===== config.mk =====
export PLATFORM = sky130hd
export DESIGN_NAME = alu_regfile_unit_flat
export DESIGN_NICKNAME = d
export VERILOG_FILES = /design/src/rtl/alu_regfile_unit_pkg.sv /design/src/rtl/alu_regfile_unit_if.sv /design/src/rtl/alu_regfile_unit_alu.sv /design/src/rtl/alu_regfile_unit.sv /design/src/flat_wrapper.sv
export SDC_FILE = /design/constraint.sdc
export NUM_CORES = 1
export LEC_CHECK = 0
export CORE_MARGIN = 2
export CORE_UTILIZATION = 55
export CTS_BUF_LIST = sky130_fd_sc_hd__clkbuf_4
export DETAILED_ROUTE_END_ITERATION = 12
export GPL_TIMING_DRIVEN = 0
export PLACE_DENSITY = 0.74
export SLEW_MARGIN = 20
export SYNTH_ARGS = -nofsm -noshare
export SYNTH_HDL_FRONTEND = slang
export SYNTH_SLANG_ARGS = --single-unit

===== constraint.sdc =====
create_clock -name clk -period 4.3 [get_ports clk]
set_clock_uncertainty 0.15 [all_clocks]
set_input_delay 0.645 -clock clk [delete_from_list [all_inputs] [get_ports clk]]
set_output_delay 0.645 -clock clk [all_outputs]
set_load 0.005 [all_outputs]

===== src/rtl/alu_regfile_unit_pkg.sv =====
// Shared opcodes and FSM encodings for the
// register-file execute unit.
package alu_pkg;

  localparam logic [2:0] OP_ADD = 3'b000;
  localparam logic [2:0] OP_SUB = 3'b001;
  localparam logic [2:0] OP_AND = 3'b010;
  localparam logic [2:0] OP_XOR = 3'b011;
  localparam logic [2:0] OP_OR  = 3'b100;
  localparam logic [2:0] OP_SLT = 3'b101;
  localparam logic [2:0] OP_SHL = 3'b110;
  localparam logic [2:0] OP_LDI = 3'b111;

  typedef enum logic [1:0] {
    S_IDLE = 2'd0,
    S_EXEC = 2'd1,
    S_WB   = 2'd2
  } state_t;

endpackage


===== src/rtl/alu_regfile_unit_if.sv =====
// Instruction handshake, writeback report and
// debug read port of the execute unit.
interface alu_regfile_unit_if #(
  parameter int WIDTH = 32,
  parameter int NREGS = 4
);
  localparam int AW = $clog2(NREGS);

  logic             in_valid;
  logic             in_ready;
  logic [2:0]       in_op;
  logic [AW-1:0]    in_rd;
  logic [AW-1:0]    in_rs1;
  logic [AW-1:0]    in_rs2;
  logic [WIDTH-1:0] in_imm;
  logic             done;
  logic [WIDTH-1:0] result;
  logic             flag_z;
  logic             flag_c;
  logic             flag_v;
  logic [AW-1:0]    dbg_addr;
  logic [WIDTH-1:0] dbg_data;

  modport master (
    output in_valid, in_op, in_rd,
    output in_rs1, in_rs2, in_imm,
    output dbg_addr,
    input  in_ready, done, result,
    input  flag_z, flag_c, flag_v,
    input  dbg_data
  );

  modport slave (
    input  in_valid, in_op, in_rd,
    input  in_rs1, in_rs2, in_imm,
    input  dbg_addr,
    output in_ready, done, result,
    output flag_z, flag_c, flag_v,
    output dbg_data
  );

endinterface


===== src/rtl/alu_regfile_unit_alu.sv =====
// Combinational ALU: result plus carry and
// signed-overflow for the selected opcode.
module alu_param
  import alu_pkg::*;
#(
  parameter int WIDTH = 32
) (
  input  logic [WIDTH-1:0] i_a,
  input  logic [WIDTH-1:0] i_b,
  input  logic [WIDTH-1:0] i_imm,
  input  logic [2:0]       i_op,
  output logic [WIDTH-1:0] o_y,
  output logic             o_c,
  output logic             o_v
);

  localparam int SHW = $clog2(WIDTH);
  localparam int MSB = WIDTH - 1;

  logic [WIDTH:0] w_sum;
  logic [WIDTH:0] w_dif;
  logic           w_ge;
  logic           w_lt;

  assign w_sum = {1'b0, i_a} + {1'b0, i_b};
  assign w_dif = {1'b0, i_a} - {1'b0, i_b};
  // no borrow out of the subtract means a >= b
  assign w_ge  = ~w_dif[WIDTH];
  assign w_lt  = $signed(i_a) < $signed(i_b);

  // opcode select for value and flags
  always_comb begin
    o_y = '0;
    o_c = 1'b0;
    o_v = 1'b0;
    unique case (i_op)
      OP_ADD: begin
        o_y = w_sum[MSB:0];
        o_c = w_sum[WIDTH];
        o_v = (i_a[MSB] == i_b[MSB]) &&
              (w_sum[MSB] != i_a[MSB]);
      end
      OP_SUB: begin
        o_y = w_dif[MSB:0];
        o_c = w_ge;
        o_v = (i_a[MSB] != i_b[MSB]) &&
              (w_dif[MSB] != i_a[MSB]);
      end
      OP_AND: o_y = i_a & i_b;
      OP_XOR: o_y = i_a ^ i_b;
      OP_OR:  o_y = i_a | i_b;
      OP_SLT: begin
        o_y = {{(WIDTH-1){1'b0}}, w_lt};
        o_c = w_ge;
      end
      OP_SHL: o_y = i_a << i_b[SHW-1:0];
      OP_LDI: o_y = i_imm;
      default: o_y = '0;
    endcase
  end

endmodule


===== src/rtl/alu_regfile_unit.sv =====
// Execute unit: register file, operand capture,
// ALU stage and writeback, one instr per 3 clk.
module alu_regfile_unit
  import alu_pkg::*;
#(
  parameter int WIDTH = 32,
  parameter int NREGS = 4
) (
  input logic               clk,
  input logic               rst,
  alu_regfile_unit_if.slave bus
);

  localparam int AW = $clog2(NREGS);

  state_t           r_state;
  state_t           w_next;
  logic             w_ready;
  logic             w_accept;

  logic [WIDTH-1:0] r_rf [NREGS];

  logic [2:0]       r_op;
  logic [AW-1:0]    r_rd;
  logic [WIDTH-1:0] r_imm;
  logic [WIDTH-1:0] r_a;
  logic [WIDTH-1:0] r_b;

  logic [WIDTH-1:0] w_y;
  logic             w_c;
  logic             w_v;
  logic [WIDTH-1:0] r_y;
  logic             r_c;
  logic             r_v;

  logic [WIDTH-1:0] r_result;
  logic             r_z;
  logic             r_fc;
  logic             r_fv;
  logic             r_done;

  // next state and handshake decode
  always_comb begin
    w_next   = r_state;
    w_ready  = 1'b0;
    w_accept = 1'b0;
    unique case (r_state)
      S_IDLE: begin
        w_ready = 1'b1;
        if (bus.in_valid) begin
          w_accept = 1'b1;
          w_next   = S_EXEC;
        end
      end
      S_EXEC:  w_next = S_WB;
      S_WB:    w_next = S_IDLE;
      default: w_next = S_IDLE;
    endcase
  end

  // state register
  always_ff @(posedge clk) begin
    if (rst) r_state <= S_IDLE;
    else     r_state <= w_next;
  end

  // operands are read at accept so a prior
  // writeback is already visible
  always_ff @(posedge clk) begin
    if (rst) begin
      r_op  <= OP_ADD;
      r_rd  <= '0;
      r_imm <= '0;
      r_a   <= '0;
      r_b   <= '0;
    end else if (w_accept) begin
      r_op  <= bus.in_op;
      r_rd  <= bus.in_rd;
      r_imm <= bus.in_imm;
      r_a   <= r_rf[bus.in_rs1];
      r_b   <= r_rf[bus.in_rs2];
    end
  end

  alu_param #(
    .WIDTH (WIDTH)
  ) u_alu (
    .i_a   (r_a),
    .i_b   (r_b),
    .i_imm (r_imm),
    .i_op  (r_op),
    .o_y   (w_y),
    .o_c   (w_c),
    .o_v   (w_v)
  );

  // ALU result held internally until writeback
  always_ff @(posedge clk) begin
    if (rst) begin
      r_y <= '0;
      r_c <= 1'b0;
      r_v <= 1'b0;
    end else if (r_state == S_EXEC) begin
      r_y <= w_y;
      r_c <= w_c;
      r_v <= w_v;
    end
  end

  // register write and visible result/flags
  always_ff @(posedge clk) begin
    if (rst) begin
      for (int i = 0; i < NREGS; i++)
        r_rf[i] <= '0;
      r_result <= '0;
      r_z      <= 1'b0;
      r_fc     <= 1'b0;
      r_fv     <= 1'b0;
      r_done   <= 1'b0;
    end else begin
      r_done <= 1'b0;
      if (r_state == S_WB) begin
        r_rf[r_rd] <= r_y;
        r_result   <= r_y;
        r_z        <= (r_y == '0);
        r_fc       <= r_c;
        r_fv       <= r_v;
        r_done     <= 1'b1;
      end
    end
  end

  assign bus.in_ready = w_ready;
  assign bus.done     = r_done;
  assign bus.result   = r_result;
  assign bus.flag_z   = r_z;
  assign bus.flag_c   = r_fc;
  assign bus.flag_v   = r_fv;
  assign bus.dbg_data = r_rf[bus.dbg_addr];

endmodule

===== src/flat_wrapper.sv =====
// flat-port wrapper written by rule: the top's interface ports become plain ports
module alu_regfile_unit_flat import alu_pkg::*;
#(
  parameter int WIDTH = 32,
  parameter int NREGS = 4
)
  (clk, rst, bus_in_valid, bus_in_op, bus_in_rd, bus_in_rs1, bus_in_rs2, bus_in_imm, bus_dbg_addr, bus_in_ready, bus_done, bus_result, bus_flag_z, bus_flag_c, bus_flag_v, bus_dbg_data);
  alu_regfile_unit_if #(.WIDTH(WIDTH), .NREGS(NREGS)) bus_i ();
  input logic clk;
  input logic rst;
  input wire logic [$bits(bus_i.in_valid)-1:0] bus_in_valid;
  input wire logic [$bits(bus_i.in_op)-1:0] bus_in_op;
  input wire logic [$bits(bus_i.in_rd)-1:0] bus_in_rd;
  input wire logic [$bits(bus_i.in_rs1)-1:0] bus_in_rs1;
  input wire logic [$bits(bus_i.in_rs2)-1:0] bus_in_rs2;
  input wire logic [$bits(bus_i.in_imm)-1:0] bus_in_imm;
  input wire logic [$bits(bus_i.dbg_addr)-1:0] bus_dbg_addr;
  output wire logic [$bits(bus_i.in_ready)-1:0] bus_in_ready;
  output wire logic [$bits(bus_i.done)-1:0] bus_done;
  output wire logic [$bits(bus_i.result)-1:0] bus_result;
  output wire logic [$bits(bus_i.flag_z)-1:0] bus_flag_z;
  output wire logic [$bits(bus_i.flag_c)-1:0] bus_flag_c;
  output wire logic [$bits(bus_i.flag_v)-1:0] bus_flag_v;
  output wire logic [$bits(bus_i.dbg_data)-1:0] bus_dbg_data;
  assign bus_i.in_valid = bus_in_valid;
  assign bus_i.in_op = bus_in_op;
  assign bus_i.in_rd = bus_in_rd;
  assign bus_i.in_rs1 = bus_in_rs1;
  assign bus_i.in_rs2 = bus_in_rs2;
  assign bus_i.in_imm = bus_in_imm;
  assign bus_i.dbg_addr = bus_dbg_addr;
  assign bus_in_ready = bus_i.in_ready;
  assign bus_done = bus_i.done;
  assign bus_result = bus_i.result;
  assign bus_flag_z = bus_i.flag_z;
  assign bus_flag_c = bus_i.flag_c;
  assign bus_flag_v = bus_i.flag_v;
  assign bus_dbg_data = bus_i.dbg_data;
  alu_regfile_unit #(.WIDTH(WIDTH), .NREGS(NREGS)) u_core (.clk(clk), .rst(rst), .bus(bus_i));
endmodule

==> results.py <==
metrics = {
    "route": {
        "viasPerCell": 6.610,
        "wl_per_cell_um": 27.81,
        "routed_wl_um": 79410,
        "drtIter0Drc": 2455,
        "first_pass_iters": 6,
        "dr_total_vias": 18870,
        "drcViolationCount": 0,
        "antenna_left": 0,
    },
    "final_layout": {
        "drive_above_1_share": 0.1396,
        "fin_nets": 2473,
        "layout_commonest_cell": "nand2_1",
        "area_growth_pct": 14.73,
        "mostFrequentLayoutCells": "nand2_1 (305), a21oi_1 (216), dfxtp_1 (172), and2_1 (136), edfxtp_1 (128)",
    },
    "clock_tree": {
        "clk_latency_ns": 0.81,
        "clock_path_buffers": 3,
        "cts_hold_buf": 0,
        "cts_tree": "yes",
        "clkTransAtPathRegs_ns": 0.07,
        "htree_levels": 3,
        "numClockSinks": 301,
        "cts_made_buffers": 81,
        "root_buffer": "clkbuf_4",
    },
    "global_route": {
        "grt-ovfl-total": 0,
        "grt_pass1_vias": 18560,
        "antenna_found_initial": 2,
        "grt_first_pass_wirelength_um": 117200,
        "grt_use_total": 0.4185,
        "grt_max_degree": 33,
    },
    "logic_synthesis": {
        "yosysWarnings": 0,
        "synth-edff-count": 128,
        "synthSimpleGateAreaFrac": 0.1631,
        "synth_fa_ha_area_frac": 0.06339,
        "syn_area_um2": 19970,
        "synth_cells": 2123,
        "synthMuxAreaShare": 0.1610,
        "avgSynthCellArea_um2": 9.408,
        "async_flop_share": 0,
        "ys_seq_area_frac": 0.3658,
        "synth-compound-area-share": 0.1834,
        "syn-num-nets": 2269,
        "yosysUniqueCellTypes": 86,
        "synth_ff_type": "dfxtp_1",
        "ys_ff_latch": 301,
        "synth_top_family_by_area": "compound AO/OA/AOI/OAI gates",
        "synth-xor-area-share": 0.01184,
    },
    "power": {
        "power_density_nw_per_um2": 343.0,
        "power.leakage_nw": 8.605,
        "ir_drop_mv": 0.3417,
    },
    "setup_path": {
        "r2r-start": "u_core.r_op[2]",
        "cp_num_buf_inv": 5,
        "cp_slowest_stage_delay_ns": 0.70,
        "setup.worst_path.end_class": "register",
        "path_max_fanout": 10,
        "r2r_setup_slack_ns": -0.03,
        "crit_required_ns": 4.75,
        "crit_start": "u_core.r_op[2]",
        "crit_path_top_delay_cell": "clkbuf_1",
        "crit_type": "register to register",
        "cpLargestDelayFamily": "buffers and inverters",
        "crit_top_cell": "clkbuf_1",
        "crit_path_start_kind": "register",
        "arrival_ns": 4.78,
        "crit_path_cell_trace": "clkbuf_1 > clkbuf_2 > inv_1 > nand2_1 > clkbuf_1 > buf_1 > o221ai_1 > a21oi_1 > nor3_1",
        "reg2reg_to": "u_core.r_y[21]",
        "reg2regPathDepth": 9,
    },
    "hold_path": {
        "min_to": "u_core.r_imm[3]",
        "hp-class": "primary input to register",
        "min_path_cells": 3,
        "min_from": "bus_in_imm[3]",
    },
    "floorplanning": {
        "die_area_um2": 37860,
        "ioPinCount": 115,
        "dieHeight_um": 194.6,
        "initial_core_util": 0.5602,
        "rows": 69,
        "fp.dieW_um": 194.6,
        "core-area_um2": 35660,
    },
    "timing": {
        "worstMarginPinSlew_ns": 1.197,
        "finalSetupTns_ns": -0.03314,
        "fin_crit_ns": 4.333,
        "post-route-period-util": 1.008,
        "rsz0062_at_grt": "true",
        "fin_ws_ns": -0.03314,
        "slew_headroom": 0.1992,
        "fmax_mhz": 230.8,
        "drv_slew": 0,
        "hold_violations": 0,
        "setup_viol": 1,
    },
    "place": {
        "port_buffers": 111,
        "pre_cts_slack_ns": -0.7593,
        "place_hpwl_um": 60520,
        "gp_congestion": 1.052,
    },
    "outcome": {
        "status": "complete, but fails checks",
        "violations": "setup timing",
    },
    "run": {
        "maxCapViolCount": 0,
    },
}
## synthesized netlist by cell type (10+ instances only)
library cell / instances / area share
nand2_1: 305 / 0.057
a21oi_1: 216 / 0.054
dfxtp_1: 173 / 0.17
and2_1: 136 / 0.043
edfxtp_1: 128 / 0.19
nor2_1: 124 / 0.023
clkbuf_1: 112 / 0.021
mux4_2: 105 / 0.12
ha_1: 98 / 0.061
inv_1: 95 / 0.018
o21ai_0: 79 / 0.020
mux2i_1: 67 / 0.034
a21o_1: 40 / 0.015
a211oi_1: 30 / 0.011
nor3_1: 29 / 0.0073
xnor2_1: 24 / 0.011
buf_2: 23 / 0.0058
buf_1: 22 / 0.0041
nor4_1: 20 / 0.0063
o221ai_1: 18 / 0.0079
o211ai_1: 17 / 0.0064
mux2_2: 16 / 0.0090
o22ai_1: 16 / 0.0050
a221oi_1: 15 / 0.0066
o21bai_1: 15 / 0.0056
a22o_1: 13 / 0.0057
nor2b_1: 13 / 0.0041
nand3_1: 12 / 0.0030
a221o_1: 11 / 0.0055
o31ai_1: 11 / 0.0041
nand2b_1: 10 / 0.0031
## cells by family (layout without fill, tap and decap cells)
family	after synthesis	in the layout
mux	188	188
xor+xnor	27	27
other cells	0	2
flops	301	301
simple gates	694	694
buf+inv	259	528
fa+ha+maj	100	100
compound gates	554	554
## power by group
group | switching [mW] | internal, mW
Sequential | 0.193 | 3.10
Clock | 1.32 | 1.33
Combinational | 1.20 | 0.715
Total | 2.71 | 5.15
## registers in the layout, summed over array words and instances (netlist names), 2 cells and up
register and count:
u_core.r_a 32, u_core.r_op 3, u_core.r_b 32, u_core.r_rd 2
u_core.r_state 2, u_core.r_rf 128, u_core.bus.result 32, u_core.r_y 32
u_core.r_imm 32
## per-stage QoR
| stage | hold WS, ns | utilization | instances | power [mW] | instance area [um2] |
|---|---|---|---|---|---|
| floorplan | 0.2829 | - | 2123 | 4.425 | 19970 |
| global placement | 0.2831 | 0.6075 | 2695 | 5.107 | 21660 |
| detailed placement | 0.2883 | 0.6083 | 2697 | 5.132 | 21690 |
| CTS | 0.2251 | 0.6397 | 2846 | 7.772 | 22810 |
| global route | 0.2614 | 0.6426 | 2854 | 8.123 | 22910 |
| finish | 0.2528 | 0.6427 | 2855 | 7.861 | 22920 |
## layout make-up
cell class                      instances  area, um2
Inverter                               97      367.9
Timing Repair Buffer                  123       1205
Sequential cell                       301       7308
Clock buffer                          118      885.9
Antenna cell                            2      5.005
Fill cell                            2949      12740
Clock inverter                         30      165.2
Multi-Input combinational cell       1563      11730
Buffer                                160      670.6
Tap cell                              461      576.8
## metal layers
layer	track usage	vias to the layer above	part of all wire
li1	-	8199	-
met3	0.09960	269	0.13
met2	0.6375	1370	0.44
met4	0.2305	0	0.058
met5	0	-	0
met1	0.5523	9034	0.38
## worst min-delay path, stage by stage
cell	delay (ns)
clkdlybuf4s50_1	0.39
nand2_1	0.05
a21oi_1	0.05
## worst max path at each step
stage	endpoint	slack, ns	depth (start not counted)
finish	u_core.r_y[21]	-0.03	9
global placement	u_core.r_v	-0.62	14
floorplan	u_core.r_v	0.35	14
detailed placement	u_core.r_v	-0.76	14
global route	u_core.r_y[22]	-0.04	13
CTS	u_core.r_y[6]	0.04	9
## what timing repair did
| action | 4_1_cts | 5_1_grt |
|---|---|---|
| buffers inserted | 3 | 7 |
| hold endpoints to repair | 0 | 0 |
| resized for setup | 10 | 11 |
| pin swaps | 3 | 3 |
| cloned | 0 | 0 |
| setup endpoints to repair | 18 | 16 |
Power figures use the tool's default switching activity.
